[src/rtl/note_detector.sv]
// note_detector: measures the half-period of an incoming square-wave tone and
// decodes which of the 8 scale notes (C4..C5) is sounding, after STABLE_CNT
// consecutive matching half-periods.
// Optional feature: define NOTE_DET_PERIOD_OUT_EN to expose the PERIOD port.
// NOM_SHIFT right-shifts the nominal half-period table (0 = 100 MHz audio rates).
module note_detector #(
   parameter int unsigned TOL        = 2000,
   parameter int unsigned STABLE_CNT = 4,
   parameter int unsigned TIMEOUT    = 262143,
   parameter int unsigned NOM_SHIFT  = 0
) (
   input  logic        CLK,
   input  logic        RESET,
   input  logic        TONE_IN,
   output logic [3:0]  NOTE_CODE,
   output logic        NOTE_VALID,
   output logic        NOTE_CHANGE
`ifdef NOTE_DET_PERIOD_OUT_EN
   ,
   output logic [17:0] PERIOD
`endif
);

   localparam int unsigned CNT_W   = 18;
   localparam int unsigned CODE_W  = 4;
   localparam int unsigned MATCH_W = 4;
   localparam int unsigned N_NOTES = 8;
   localparam logic [CNT_W-1:0] CNT_MAX = CNT_W'(TIMEOUT);
   localparam logic [CNT_W-1:0] CNT_PRE = CNT_W'(TIMEOUT - 1);

   typedef enum logic [1:0] {IDLE, MEAS, ACQ, LOCK} state_t;

   logic [2:0]         sync_q;
   logic               edge_det;
   logic [CNT_W-1:0]   cnt;
   logic [CODE_W-1:0]  h_class;
   state_t             state, state_nx;
   logic [CODE_W-1:0]  cand, cand_nx;
   logic [MATCH_W-1:0] match, match_nx;
   logic               lock_now;

   // Nominal half-period (in CLK cycles) of each note code
   function automatic logic [CNT_W-1:0] nominal(input logic [CODE_W-1:0] code);
      logic [CNT_W-1:0] n;
      case (code)
         4'd1:    n = 18'd191110;
         4'd2:    n = 18'd170266;
         4'd3:    n = 18'd151686;
         4'd4:    n = 18'd143173;
         4'd5:    n = 18'd127552;
         4'd6:    n = 18'd113637;
         4'd7:    n = 18'd101215;
         4'd8:    n = 18'd95603;
         default: n = '0;
      endcase
      return n >> NOM_SHIFT;
   endfunction

   // True when h lies within +/-TOL of nom
   function automatic logic in_window(input logic [CNT_W-1:0] h,
                                      input logic [CNT_W-1:0] nom);
      logic [CNT_W-1:0] d;
      d = (h >= nom) ? (h - nom) : (nom - h);
      return 32'(d) <= TOL;
   endfunction

   // Second flop of the synchronizer against its delayed copy flags both edges
   assign edge_det = sync_q[2] ^ sync_q[1];

   // Classify the running count; scanning downwards lets the lowest code win overlaps
   always_comb begin
      h_class = '0;
      for (int k = N_NOTES; k >= 1; k--) begin
         if (in_window(cnt, nominal(CODE_W'(k)))) h_class = CODE_W'(k);
      end
   end

   // Acquisition decision applied when an edge is detected
   always_comb begin
      state_nx = state;
      cand_nx  = cand;
      match_nx = match;
      lock_now = 1'b0;
      case (state)
         IDLE: state_nx = MEAS;
         MEAS, LOCK: begin
            if (h_class == '0) begin
               state_nx = MEAS;
               match_nx = '0;
            end else if (state == LOCK && h_class == NOTE_CODE) begin
               state_nx = LOCK;
            end else begin
               state_nx = ACQ;
               cand_nx  = h_class;
               match_nx = MATCH_W'(1);
            end
         end
         ACQ: begin
            if (h_class == cand && h_class != '0) begin
               match_nx = match + MATCH_W'(1);
            end else if (h_class != '0) begin
               cand_nx  = h_class;
               match_nx = MATCH_W'(1);
            end else begin
               state_nx = MEAS;
               cand_nx  = '0;
               match_nx = '0;
            end
         end
         default: state_nx = IDLE;
      endcase
      if (state_nx == ACQ && 32'(match_nx) >= STABLE_CNT) begin
         state_nx = LOCK;
         lock_now = 1'b1;
      end
   end

   // Synchronizer, saturating half-period counter, FSM state and registered outputs
   always_ff @(posedge CLK) begin
      if (RESET) begin
         sync_q      <= '0;
         cnt         <= '0;
         state       <= IDLE;
         cand        <= '0;
         match       <= '0;
         NOTE_CODE   <= '0;
         NOTE_VALID  <= 1'b0;
         NOTE_CHANGE <= 1'b0;
      end else begin
         sync_q      <= {sync_q[1:0], TONE_IN};
         NOTE_CHANGE <= 1'b0;
         if (edge_det) begin
            cnt   <= CNT_W'(1);
            state <= state_nx;
            cand  <= cand_nx;
            match <= match_nx;
            if (lock_now) begin
               NOTE_CODE   <= cand_nx;
               NOTE_VALID  <= 1'b1;
               NOTE_CHANGE <= !NOTE_VALID || (NOTE_CODE != cand_nx);
            end
         end else if (cnt == CNT_PRE) begin
            cnt         <= CNT_MAX;
            state       <= IDLE;
            cand        <= '0;
            match       <= '0;
            NOTE_CODE   <= '0;
            NOTE_VALID  <= 1'b0;
            NOTE_CHANGE <= NOTE_VALID;
         end else if (cnt != CNT_MAX) begin
            cnt <= cnt + CNT_W'(1);
         end
      end
   end

`ifdef NOTE_DET_PERIOD_OUT_EN
   // Last measured half-period; the saturated count is loaded on silence
   always_ff @(posedge CLK) begin
      if (RESET) begin
         PERIOD <= '0;
      end else if (edge_det) begin
         PERIOD <= cnt;
      end else if (cnt == CNT_PRE) begin
         PERIOD <= CNT_MAX;
      end
   end
`endif

endmodule
[config.mk]
export PLATFORM = sky130hd
export DESIGN_NAME = note_detector
export DESIGN_NICKNAME = d
export VERILOG_FILES = /design/src/rtl/note_detector.sv
export SDC_FILE = /design/constraint.sdc
export NUM_CORES = 1
export LEC_CHECK = 0
export BUFFER_PORTS_ARGS = -buffer_cell sky130_fd_sc_hd__buf_4
export CORE_MARGIN = 1
export CORE_UTILIZATION = 50
export DETAILED_ROUTE_END_ITERATION = 8
export GPL_TIMING_DRIVEN = 0
export PLACE_DENSITY = 0.63
export SKIP_LAST_GASP = 1
export SYNTH_ARGS = -nofsm -noshare
export SYNTH_HDL_FRONTEND = slang
export SYNTH_SLANG_ARGS = --single-unit
[constraint.sdc]
create_clock -name CLK -period 5.9 [get_ports CLK]
set_input_delay 0.295 -clock CLK [delete_from_list [all_inputs] [get_ports CLK]]
set_output_delay 0.295 -clock CLK [all_outputs]
set_load 0.01 [all_outputs]
==> out/qor.yml <==
status: "completed"
syn_nets: 1273
cts_made_buffers: 5
layoutNonFillerInstCount: 1487
final_core_util: 0.5704
clock_skew_ns: 0.005368
drc: 0
synth_top_area_frac: 0.08631
ys_dominant_reg_cell: "dfxtp_1"
r2r-end: "NOTE_CODE[3]$_SDFFE_PP0P_"
die_x_um: 133.0
cp-start-kind: "flip-flop"
p_sw_frac: 0.2902
final-setup-viol-count: 0
synth_most_common_cell: "a21oi_1"
whs_ns: 0.2154
crit_fanout: 11
reg2reg_from: "cnt[3]$_SDFFE_PP0P_"
setup.worst_path.class: "flip-flop to flip-flop"
io_buffers: 8
ys.warnings.count: 0
syn_inst: 1243
grt_max_degree: 14
ys_types: 104
whs_path_depth: 2
io-pin-count: 9
p_switching_uw: 218.1
hp-class: "primary input to flip-flop"
synth.top_cells.by_area: "dfxtp_1 8.6%, xnor2_1 7.9%, a21oi_1 5.9%, o21ai_0 4.8%, nand2_1 4.0%"
ff2ff_setup_slack_ns: 0.004
p_clk_frac: 0.497
num_antenna_cells: 0
gr-usage-all-layers: 0.4979
drive_above_1_share: 0.1492
initial_utilization: 0.5157
htreeDepth: 2
tightest_slew_ns: 1.043
leakagePower_uw: 0.003384
clkTransAtPathRegs_ns: 0.06
antenna_found_initial: 1
max_freq_mhz: 169.6
ys_ff_latch: 37
coreArea_um2: 16640
r2r.worst_path.cells: 21
min_period_ns: 5.896
pwr-share-seq: 0.344
yosysTopAreaCell: "dfxtp_1"
drtAntennaViolNets: 0
min_from: "TONE_IN"
cts_root_buf: "clkbuf_16"
pwr-share-comb: 0.158
area_growth_pct: 10.61
p_per_area_nw_per_um2: 79.15
finalPower_uw: 751.3
final_nets: 1296
ys_async_sr_fraction: 0
wl_per_cell_um: 30.41
whs_endpoint: "sync_q[0]$_SDFF_PP0_"
dr.first_iter.drc_count: 2075
wirelength_mm: 45.21
grt_pass1_vias: 10280
globalplace.congestion: 1.135
finalSetupTns_ns: 0
dp_hpwl_mm: 33.85
avgSynthCellArea_um2: 6.904
maxCapViolations: 0
drt_pass1_iterations: 6
dieArea_um2: 17690
grt_pass1_wl_mm: 65.61
placedCellCount: 1471
synthTopCellsByCount: "102 x a21oi_1, 92 x nand2_1, 83 x o21ai_0"
vias_per_cell: 7.703
required_ns: 6.09
irDropWorstVdd_v: 0.0001201
hold_violations: 0
via_count: 11450
fp.dieH_um: 133.0
cts_tree: "built"
rows: 47
clock_sink_count: 37
cp-end-kind: "flip-flop"
clk_latency_ns: 0.30
clock_path_buffers: 2
synth_edf_count: 0
slew_headroom: 0.3050
grt_overflow: 0
synth_area_um2: 8582
slew_violations: 0
fin_crit_sh: 0.9994
cts_hold_buf: 0
arrival_ns: 6.09
synth.yosys.seq_area_share: 0.08631
power.internal_uw: 533.3
## power groups by stage
| stage | Sequential, µW | Clock (µW) | Combinational (µW) |
|---|---|---|---|
| 4_1_cts | 259 | 373 | 108 |
| 3_3_place_gp | 264 | 0 | 106 |
| 6_report | 259 | 374 | 119 |
| 2_1_floorplan | 262 | 0 | 69.7 |
| 5_1_grt | 259 | 380 | 124 |
| 3_5_place_dp | 264 | 0 | 106 |
## worst max-delay path: stages (launching register included)
cell and delay (ns):
dfxtp_4 0.39, buf_4 0.20, clkbuf_4 0.20, inv_1 0.15
buf_2 0.33, ha_2 0.39, inv_1 0.11, o21ai_1 0.34
a211o_1 0.36, nand2_1 0.16, buf_2 0.27, a211oi_1 0.29
a311oi_1 0.11, a41oi_1 0.48, a31oi_1 0.21, buf_2 0.23
a31o_1 0.24, a211oi_2 0.34, a31oi_1 0.17, o22a_1 0.28
nand2b_1 0.25, a41o_1 0.26
## state kept, by name (all words and copies together) (netlist names)
name,flops
NOTE_CHANGE,1
NOTE_CODE,4
NOTE_VALID,1
cand,4
cnt,18
match,4
state,2
sync_q,3
## cells in the final DEF, fill, tap and decap left out, types with 19 or more instances in the layout
master | Yosys | routed
clkbuf_1 | 45 | 35
nor2_1 | 73 | 72
xnor2_1 | 77 | 77
a31oi_1 | 36 | 35
mux2i_1 | 28 | 28
nor3_1 | 33 | 31
dfxtp_1 | 37 | 35
buf_4 | 6 | 26
o21ai_0 | 83 | 82
buf_2 | 49 | 47
a211oi_1 | 24 | 20
nand3_1 | 54 | 53
ha_1 | 27 | 23
and2_1 | 18 | 19
a211o_1 | 19 | 19
inv_1 | 32 | 31
o211ai_1 | 20 | 20
a21oi_1 | 102 | 98
nand2_1 | 92 | 91
## routing by layer
layer | routed length, µm | GRT usage
met1 | 16780 | 0.6358
met2 | 18230 | 0.7182
met3 | 6791 | 0.1544
met4 | 3415 | 0.3225
met5 | 0 | 0
## worst max path at each step
stage | slack (ns) | endpoint | cells after the start | start
global route | -0.02 | NOTE_CHANGE$_SDFF_PP0_ | 19 | cnt[7]$_SDFFE_PP0P_
finish | 0.004 | NOTE_CODE[3]$_SDFFE_PP0P_ | 21 | cnt[3]$_SDFFE_PP0P_
detailed placement | -1.13 | NOTE_CODE[3]$_SDFFE_PP0P_ | 19 | cnt[5]$_SDFFE_PP0P_
CTS | 0.001 | NOTE_CHANGE$_SDFF_PP0_ | 17 | cnt[2]$_SDFFE_PP0P_
floorplan | 0.96 | NOTE_CHANGE$_SDFF_PP0_ | 20 | cnt[3]$_SDFFE_PP0P_
global placement | -1.06 | NOTE_CODE[3]$_SDFFE_PP0P_ | 19 | cnt[5]$_SDFFE_PP0P_
## through the flow
stage,area [µm²],setup slack (ns)
floorplan,8582,0.9643
CTS,9264,0.001330
global placement,8917,-1.055
finish,9493,0.003631
detailed placement,8917,-1.134
global route,9493,-0.01811
## cell type report
| class | count | area, µm² |
|---|---|---|
| Buffer | 108 | 546.8 |
| Tap cell | 220 | 275.3 |
| Fill cell | 1702 | 7149 |
| Inverter | 38 | 142.6 |
| Clock inverter | 3 | 68.82 |
| Multi-Input combinational cell | 1057 | 7433 |
| Clock buffer | 5 | 125.1 |
| Timing Repair Buffer | 19 | 155.1 |
| Sequential cell | 37 | 745.7 |
## kinds of logic after synthesis
family / count (synthesis) / share of synthesized area
buffers and inverters: 149 / 0.07844
and+or+nand+nor: 433 / 0.2783
adders and majority gates: 27 / 0.03936
AOI/OAI and AO/OA: 481 / 0.3939
DFF: 37 / 0.08631
xor gates and xnor gates: 84 / 0.08573
muxes: 32 / 0.03791
## what timing repair did
action / 4_1_cts / 5_1_grt
pin swaps: 4 / 7
resized for setup: 27 / 44
setup buffers: 5 / 6
setup endpoints to repair: 16 / 15
Note: power is estimated with default switching activity, not from simulation.
